--- src/rtl/cmp_max_ctrl.sv ---
// Sequencer that streams N_WORDS 2-bit samples through one shared external magnitude
// comparator and reports the maximum value and the index of its first occurrence.
module cmp_max_ctrl #(
    parameter int N_WORDS = 8,
    parameter int IDX_W   = 3
) (
    input  logic             clk,
    input  logic             rst_n,
    input  logic             start,
    input  logic             in_valid,
    input  logic [1:0]       in_data,
    output logic             in_ready,
    output logic [1:0]       cmp_a,
    output logic [1:0]       cmp_b,
    input  logic             cmp_gt,
    input  logic             cmp_eq,
    input  logic             cmp_lt,
    output logic             busy,
    output logic             done,
    output logic [1:0]       max_val,
    output logic [IDX_W-1:0] max_idx,
    output logic             err
);

    // Handshake: a sample transfers on a rising edge where in_valid and in_ready are both 1;
    // in_ready depends only on state, never on in_valid.
    typedef enum logic [2:0] {
        S_IDLE   = 3'd0,
        S_FIRST  = 3'd1,
        S_ACCEPT = 3'd2,
        S_EVAL   = 3'd3,
        S_DONE   = 3'd4
    } state_t;

    // One extra bit so that count can reach N_WORDS even when N_WORDS == 2**IDX_W.
    localparam logic [IDX_W:0] LAST = (IDX_W+1)'(N_WORDS);

    state_t         state;
    state_t         state_nxt;
    logic [IDX_W:0] count;
    logic [IDX_W:0] count_inc;
    logic [2:0]     flags;
    logic           flag_gt;
    logic           flag_ok;
    logic           accept;

    assign accept    = in_valid & in_ready;
    assign count_inc = count + (IDX_W+1)'(1);
    assign flags     = {cmp_gt, cmp_eq, cmp_lt};
    assign flag_gt   = (flags == 3'b100);
    assign flag_ok   = flag_gt || (flags == 3'b010) || (flags == 3'b001);

    always_ff @(posedge clk or negedge rst_n) begin
        if (!rst_n) begin
            state <= S_IDLE;
        end else begin
            state <= state_nxt;
        end
    end

    always_comb begin
        state_nxt = state;
        case (state)
            S_IDLE:   if (start)  state_nxt = S_FIRST;
            S_FIRST:  if (accept) state_nxt = S_ACCEPT;
            S_ACCEPT: if (accept) state_nxt = S_EVAL;
            S_EVAL:   state_nxt = (count_inc == LAST) ? S_DONE : S_ACCEPT;
            S_DONE:   state_nxt = S_IDLE;
            default:  state_nxt = S_IDLE;
        endcase
    end

    always_comb begin
        in_ready = 1'b0;
        busy     = 1'b0;
        case (state)
            S_IDLE:   ;
            S_FIRST:  begin in_ready = 1'b1; busy = 1'b1; end
            S_ACCEPT: begin in_ready = 1'b1; busy = 1'b1; end
            default:  busy = 1'b1;
        endcase
    end

    // cmp_a doubles as the candidate register while the comparator settles in EVAL.
    always_ff @(posedge clk or negedge rst_n) begin
        if (!rst_n) begin
            count   <= '0;
            max_val <= '0;
            max_idx <= '0;
            cmp_a   <= '0;
            cmp_b   <= '0;
            err     <= 1'b0;
            done    <= 1'b0;
        end else begin
            done <= 1'b0;
            case (state)
                S_IDLE: begin
                    if (start) begin
                        err   <= 1'b0;
                        count <= '0;
                    end
                end
                S_FIRST: begin
                    if (accept) begin
                        max_val <= in_data;
                        max_idx <= '0;
                        count   <= (IDX_W+1)'(1);
                    end
                end
                S_ACCEPT: begin
                    if (accept) begin
                        cmp_a <= in_data;
                        cmp_b <= max_val;
                    end
                end
                S_EVAL: begin
                    // Only a strict greater-than moves the max, so ties keep the earlier index.
                    if (flag_gt) begin
                        max_val <= cmp_a;
                        max_idx <= count[IDX_W-1:0];
                    end
                    if (!flag_ok) begin
                        err <= 1'b1;
                    end
                    count <= count_inc;
                    done  <= (count_inc == LAST);
                end
                default: ;
            endcase
        end
    end

endmodule
--- config.mk ---
export PLATFORM = sky130hd
export DESIGN_NAME = cmp_max_ctrl
export DESIGN_NICKNAME = d
export VERILOG_FILES = /design/src/rtl/cmp_max_ctrl.sv
export SDC_FILE = /design/constraint.sdc
export NUM_CORES = 1
export LEC_CHECK = 0
export BUFFER_PORTS_ARGS = -buffer_cell sky130_fd_sc_hd__buf_4
export CAP_MARGIN = 20
export CORE_MARGIN = 2
export CORE_UTILIZATION = 52
export DETAILED_ROUTE_END_ITERATION = 8
export GPL_ROUTABILITY_DRIVEN = 0
export GPL_TIMING_DRIVEN = 0
export PLACE_DENSITY = 0.77
export SLEW_MARGIN = 20
export SYNTH_ARGS = -nofsm -noshare
export SYNTH_HDL_FRONTEND = slang
export SYNTH_SLANG_ARGS = --single-unit
--- constraint.sdc ---
create_clock -name clk -period 1.75 [get_ports clk]
set_input_delay 0.35 -clock clk [delete_from_list [all_inputs] [get_ports clk]]
set_output_delay 0.35 -clock clk [all_outputs]
set_load 0.005 [all_outputs]
==> impl_results.md, run 1 <==
- Hold Path Origin: in_data[1]
- Hpwl dp: ~1.4 mm
- Via density: ~5.5
- Final setup TNS: 0 ns
- # IOs: 22
- Clock latency at the later pin of the worst-skew pair: 0.30 ns
- Hold path depth: 2
- FF-to-FF Start: state[1]$_DFFE_PN0P_
- Post-synthesis cell type count: 32
- Pleak: 0.527 nW
- Mapped Cells: 87
- H-tree depth: 1
- Setup violations, final: 0
- FF-to-FF End: count[0]$_DFFE_PN0P_
- Power per cell area: between 1000 and 1500 mW/mm^2
- Sequential share of power: 45.1%
- Post-Route WL: ~1.9 mm
- Peak supply drop: ~920 uV
- Tcrit/Tclk final: a little over nine tenths
- Fill count: ~140
- Arrival @ worst endpoint: between 1 and 1.5 ns
- Slew headroom: 76.6%
- WS Path Type: reg -> out
- Synth Area per Inst: 11.1 sq um
- Internal power: 0.977 mW
- Worst setup SP type: flop
- Placed Cells: 132
- Fin Hold WS: 0.300 ns
- Largest net degree at the start of global routing: 19
- HP Class: in -> reg
- Switching Share: about a third
- Fmax: approximately 600 MHz
- CTS tree: built
- Number of setup buffers added after CTS: 0
- Number of global-route vias before repair: a little under 700
- Yosys reg bits: 18
- Layout Cells excl Fill: between 100 and 150
- CTS max path bufs: 2
- DRT iter0 DRCs: 4
- Comb power frac: between 30% and 40%
- Minimum clock period: 1.66 ns
- Path depth of the worst reg2reg path: 4
- Skew final: 0.00912 ns
- Register area share after synthesis: 46.7%
- Antenna violations before repair: 0
- Net count after synthesis: 97
- Most used cells in the layout excluding fill and tap cells: buf_4, dfrtp_1, o2bb2ai_1, nor3_1, inv_1
- CTS clk-pin slew, worst paths: 0.10 ns
- Synth warn: 0
- Status: complete, no violations
- RSZ-0062 raised after global routing: false
- Clock root buffer: clkbuf_4
- Post-route antenna net violation count: 0
- # DRC: 0
- Final Hold Viols: 0
- CTS buffer count: 3
- Max-cap violations: 0
- Clk pwr share: about 18%
- Via count: 755
- Flop2flop setup slack: between 0.2 and 0.25 ns
- Share of layout cells above drive strength 1: between 30% and 40%
- DIE HEIGHT: about 47 um
- Crit Path Max Fanout: 10
- Cell area after synthesis: roughly 960 sq um
- Max-slew violation count: 0
- Hold path endpoint: cmp_a[1]$_DFFE_PN0P_
- FP Rows: 15
- Core area: between 0.0015 and 0.002 sq mm
- Die width: about 47 um
- Clk sinks: 18
- Commonest non-fill, non-tap cell in the layout: buf_4
- PortBufs: 20
- Overall Power: approximately 1.5 mW
- Initial core utilization: a little under three fifths
- Pre-Repair DR Iteration Count: 4
- First-pass GRT wire length: ~2.9 mm
- Sw Pwr: 0.484 mW
- Final Util: a little over two thirds
- CP Data Required Time: approximately 1.4 ns
- Area grow syn2layout: 24.1%
- Element type at the critical path end: output pin
- Inserted Diodes: 0
- Worst-Margin Slew: about 0.34 ns
- Routed len/inst: about 14 um
- GRT Util Overall: about a fifth
- GRT overflow: 0
- Area of the die: between 0.002 and 0.0025 sq mm
- Final-stage net count: 123
-- worst max-delay path, stage by stage, from the launching register on --
cell	delay, ns
dfrtp_1	0.44
buf_2	0.20
nor3_2	0.19
inv_1	0.06
buf_4	0.13
-- power groups by stage --
stage                     registers, mW  clock network [mW]  logic (mW)
final                             0.659               0.258       0.544
after global routing              0.679               0.279       0.607
after CTS                         0.661               0.263       0.553
after detailed placement          0.669                   0       0.550
after global placement            0.659                   0       0.532
after floorplan                   0.654                   0       0.319
-- through the flow --
step | instance area [sq um] | setup WS (ns)
final | 1200 | 0.0931
after global routing | 1200 | 0.0218
after CTS | 1190 | 0.00704
after detailed placement | 1150 | 0.196
after global placement | 1150 | 0.213
after floorplan | 965 | 0.278
-- metal layers --
layer / track usage [%] / share of wire [%] / vias to the layer above
li1: - / - / 370
met1: 22.7 / 44 / 366
met2: 33.2 / 51 / 15
met3: 2.31 / 3.8 / 4
met4: 8.33 / 1.5 / 0
met5: 0 / 0 / -
-- flip-flops by register name (all words and copies together), names as in the netlist --
name	cells
count	4
max_idx	3
state	3
cmp_a	2
cmp_b	2
max_val	2
done	1
err	1
-- worst max-delay path by stage --
| stage | cells past startpoint | end | from | slack, ns |
|---|---|---|---|---|
| floorplan | 4 | count[0]$_DFFE_PN0P_ | state[1]$_DFFE_PN0P_ | 0.28 |
| global placement | 3 | cmp_b[1]$_DFFE_PN0P_ | in_valid | 0.21 |
| detailed placement | 3 | cmp_b[1]$_DFFE_PN0P_ | in_valid | 0.20 |
| CTS | 4 | busy | state[0]$_DFFE_PN0P_ | 0.007 |
| global route | 4 | in_ready | state[0]$_DFFE_PN0P_ | 0.02 |
| finish | 4 | busy | state[0]$_DFFE_PN0P_ | 0.09 |
-- synthesized netlist by cell type --
library cell  count  share of area (%)
mux2_2            4                4.7
ha_1              1                1.3
nand3b_1          1               0.78
a211o_1           1               0.91
o21ai_0           4                2.1
nor3b_1           2                1.6
nand2_1           4                1.6
nor3b_2           1                1.3
mux2_1            1                1.2
o31a_1            1               0.91
clkbuf_1          1               0.39
a21o_1            1               0.78
xor2_1            2                1.8
nor4b_4           1                2.5
xnor2_1           2                1.8
a21boi_0          1               0.78
mux2i_1           3                3.1
nand3_1           1               0.52
buf_2             2                1.0
and3b_1           3                2.7
inv_1             5                1.9
or3b_1            1               0.91
nor2_1            3                1.2
a221oi_1          2                1.8
a2111oi_0         1               0.91
nor2b_1           3                1.9
nor3_1            6                3.1
o2bb2ai_1         8                7.3
a21oi_1           1               0.52
buf_6             1                1.2
or3b_2            1               0.91
dfrtp_1          18                 47
-- layout make-up --
class / instances / area [sq um] / share of cell area [%]
multi-input cells: 60 / 475 / 39.7
inverters: 5 / 18.8 / 1.57
plain buffers: 4 / 25.0 / 2.09
repair buffers: 21 / 160 / 13.4
well taps: 25 / 31.3 / 2.61
clock buffers: 4 / 36.3 / 3.03
flip-flops and latches: 18 / 450 / 37.6
-- logic make-up after synthesis --
group	Yosys count	synth area share, %
mux	8	8.95
fa+ha+maj	1	1.30
simple gates	27	18.9
buf+inv	9	4.54
flops	18	46.7
compound gates	20	16.0
xor+xnor	4	3.63
-- what timing repair did --
| action | 4_1_cts | 5_1_grt |
|---|---|---|
| setup endpoints to repair | 0 | 1 |
| endpoints found under the hold margin | 18 | 0 |
| resized for setup | 0 | 1 |
| hold buffers | 1 | 0 |
No activity file was read; power rests on OpenSTA's default activity.
==> inputs of run 2 (changes only) <==
CORE_MARGIN = default   (was 2)
==> impl_results.md, run 2 (same netlist as run 1, synthesis figures left out) <==
- Via count: around 770
- Post-Route WL: roughly 2.0 mm
- PortBufs: 20
- Final Hold Viols: 0
- CTS tree: built
- Switching Share: between 30% and 40%
- Number of global-route vias before repair: 720
- Final-stage net count: 123
- Worst-Margin Slew: 0.434 ns
- Setup violations, final: 0
- Antenna violations before repair: 0
- Sw Pwr: between 0.4 and 0.5 mW
- Minimum clock period: between 1.5 and 2 ns
- Internal power: slightly below 1 mW
- Slew headroom: around 70%
- Pre-Repair DR Iteration Count: 4
- Final setup TNS: 0 ns
- Power per cell area: 1230 mW/mm^2
- Pre-CTS setup slack: around 0.21 ns
- DIE HEIGHT: about 45 um
- Biggest register: count
- Initial core utilization: a little under three fifths
- Clock latency at the later pin of the worst-skew pair: around 0.30 ns
- Comb power frac: between 30% and 40%
- CP Data Required Time: approximately 1.4 ns
- Max-slew violation count: 0
- CTS max path bufs: 2
- GRT overflow: 0
- Crit Path Max Fanout: 10
- Most used cells in the layout excluding fill and tap cells: buf_4, dfrtp_1, o2bb2ai_1, nor3_1, inv_1
- Placed Cells: between 100 and 150
- Slowest stage delay, CP: roughly 0.45 ns
- Area grow syn2layout: 24.5%
- Share of layout cells above drive strength 1: 32.1%
- Number of setup buffers added after CTS: 0
- DRT iter0 DRCs: 9
- Arrival @ worst endpoint: 1.32 ns
- CTS buffer count: 3
- Layout Cells excl Fill: roughly 140
- Peak supply drop: 679 uV
- Worst path bufs/invs: 3
- Max-cap violations: 0
- Fmax: around 600 MHz
- Clk pwr share: 17.6%
- Critical path's slowest cell: dfrtp_2
- Tcrit/Tclk final: between 90% and 100%
- GRT Util Overall: 22.1%
- WS Path Type: reg -> out
- Skew final: roughly 0.013 ns
- Largest register FFs: 4
- Inserted Diodes: 0
- FP Rows: 15
- Largest net degree at the start of global routing: 19
- Area of the die: 0.00203 sq mm
- Core area: ~0.0017 sq mm
- Ordered list of cells on the worst path: clkbuf_4 -> nor3_2 -> inv_1 -> buf_4
- # IOs: 22
- Element type at the critical path end: output pin
- First-pass GRT wire length: 3.21 mm
- Post-route antenna net violation count: 0
- Worst setup SP type: flop
- Commonest non-fill, non-tap cell in the layout: buf_4
- Clock root buffer: clkbuf_4
- Die width: approximately 45 um
- Hpwl dp: 1.43 mm
- Via density: 5.60
- HP Class: in -> reg
- Pleak: ~0.53 nW
- CTS clk-pin slew, worst paths: around 0.09 ns
- H-tree depth: 1
- Largest regs: count x4, max_idx x3, state x3
- Critical path's top delay family: flip-flops
- Dpl cell area: about 0.0011 sq mm
- Status: complete, no violations
- Final Cell Area: approximately 0.0012 sq mm
- Sequential share of power: a little under half
- Fin Hold WS: about 0.30 ns
- Clk sinks: 18
- RSZ-0062 raised after global routing: false
- Final worst slack: 0.0830 ns
- Routed len/inst: between 10 and 15 um
- # DRC: 0
[run 2: changes by cell type in the layout (fill, tap and decap cells not counted), sizes merged]
cell / previous run / this run
buf: 23 / 22
clkbuf: 5 / 6
[run 2: worst paths after layout]
path	slack, ns	depth (start not counted)	endpoint	start
worst max-delay path	0.08	4	busy	state[0]$_DFFE_PN0P_
worst min-delay path	0.30	2	cmp_a[1]$_DFFE_PN0P_	in_data[1]
worst max register to register	0.21	4	count[0]$_DFFE_PN0P_	state[1]$_DFFE_PN0P_
worst min register to register	0.50	1	err$_DFFE_PN0P_	err$_DFFE_PN0P_
max in group asynchronous	1.09	2	state[0]$_DFFE_PN0P_	rst_n
min in group asynchronous	0.43	2	max_idx[0]$_DFFE_PN0P_	rst_n
[run 2: repair_timing]
item	4_1_cts	5_1_grt
setup endpoints to repair	0	2
gates resized for setup	0	3
hold buffers	1	0
endpoints found under the hold margin	18	0
[run 2: per-layer routing]
layer,vias up,part of all wire (%),track usage (%)
li1,369,-,-
met1,375,41,27.4
met3,5,2.8,2.40
met4,0,2.2,12.1
met5,-,0,0
met2,18,53,37.4
[run 2: stage by stage]
step | power (mW) | utilization [%]
floorplan | 0.973 | -
global placement | 1.19 | 66.4
detailed placement | 1.22 | 66.4
CTS | 1.48 | 69.1
global route | 1.57 | 69.6
finish | 1.48 | 69.6
[run 2: final cells by class]
type | count | area, sq um
Buffer | 4 | 27.5
Clock buffer | 4 | 36.3
Fill cell | 154 | 526
Inverter | 5 | 18.8
Multi-Input combinational cell | 60 | 475
Sequential cell | 18 | 452
Tap cell | 25 | 31.3
Timing Repair Buffer | 21 | 160
[run 2: power by group through the flow]
stage | logic (mW) | registers (mW) | clock network [mW]
CTS | 0.552 | 0.666 | 0.264
global placement | 0.528 | 0.664 | 0
global route | 0.603 | 0.688 | 0.279
floorplan | 0.319 | 0.654 | 0
finish | 0.550 | 0.666 | 0.261
detailed placement | 0.546 | 0.673 | 0
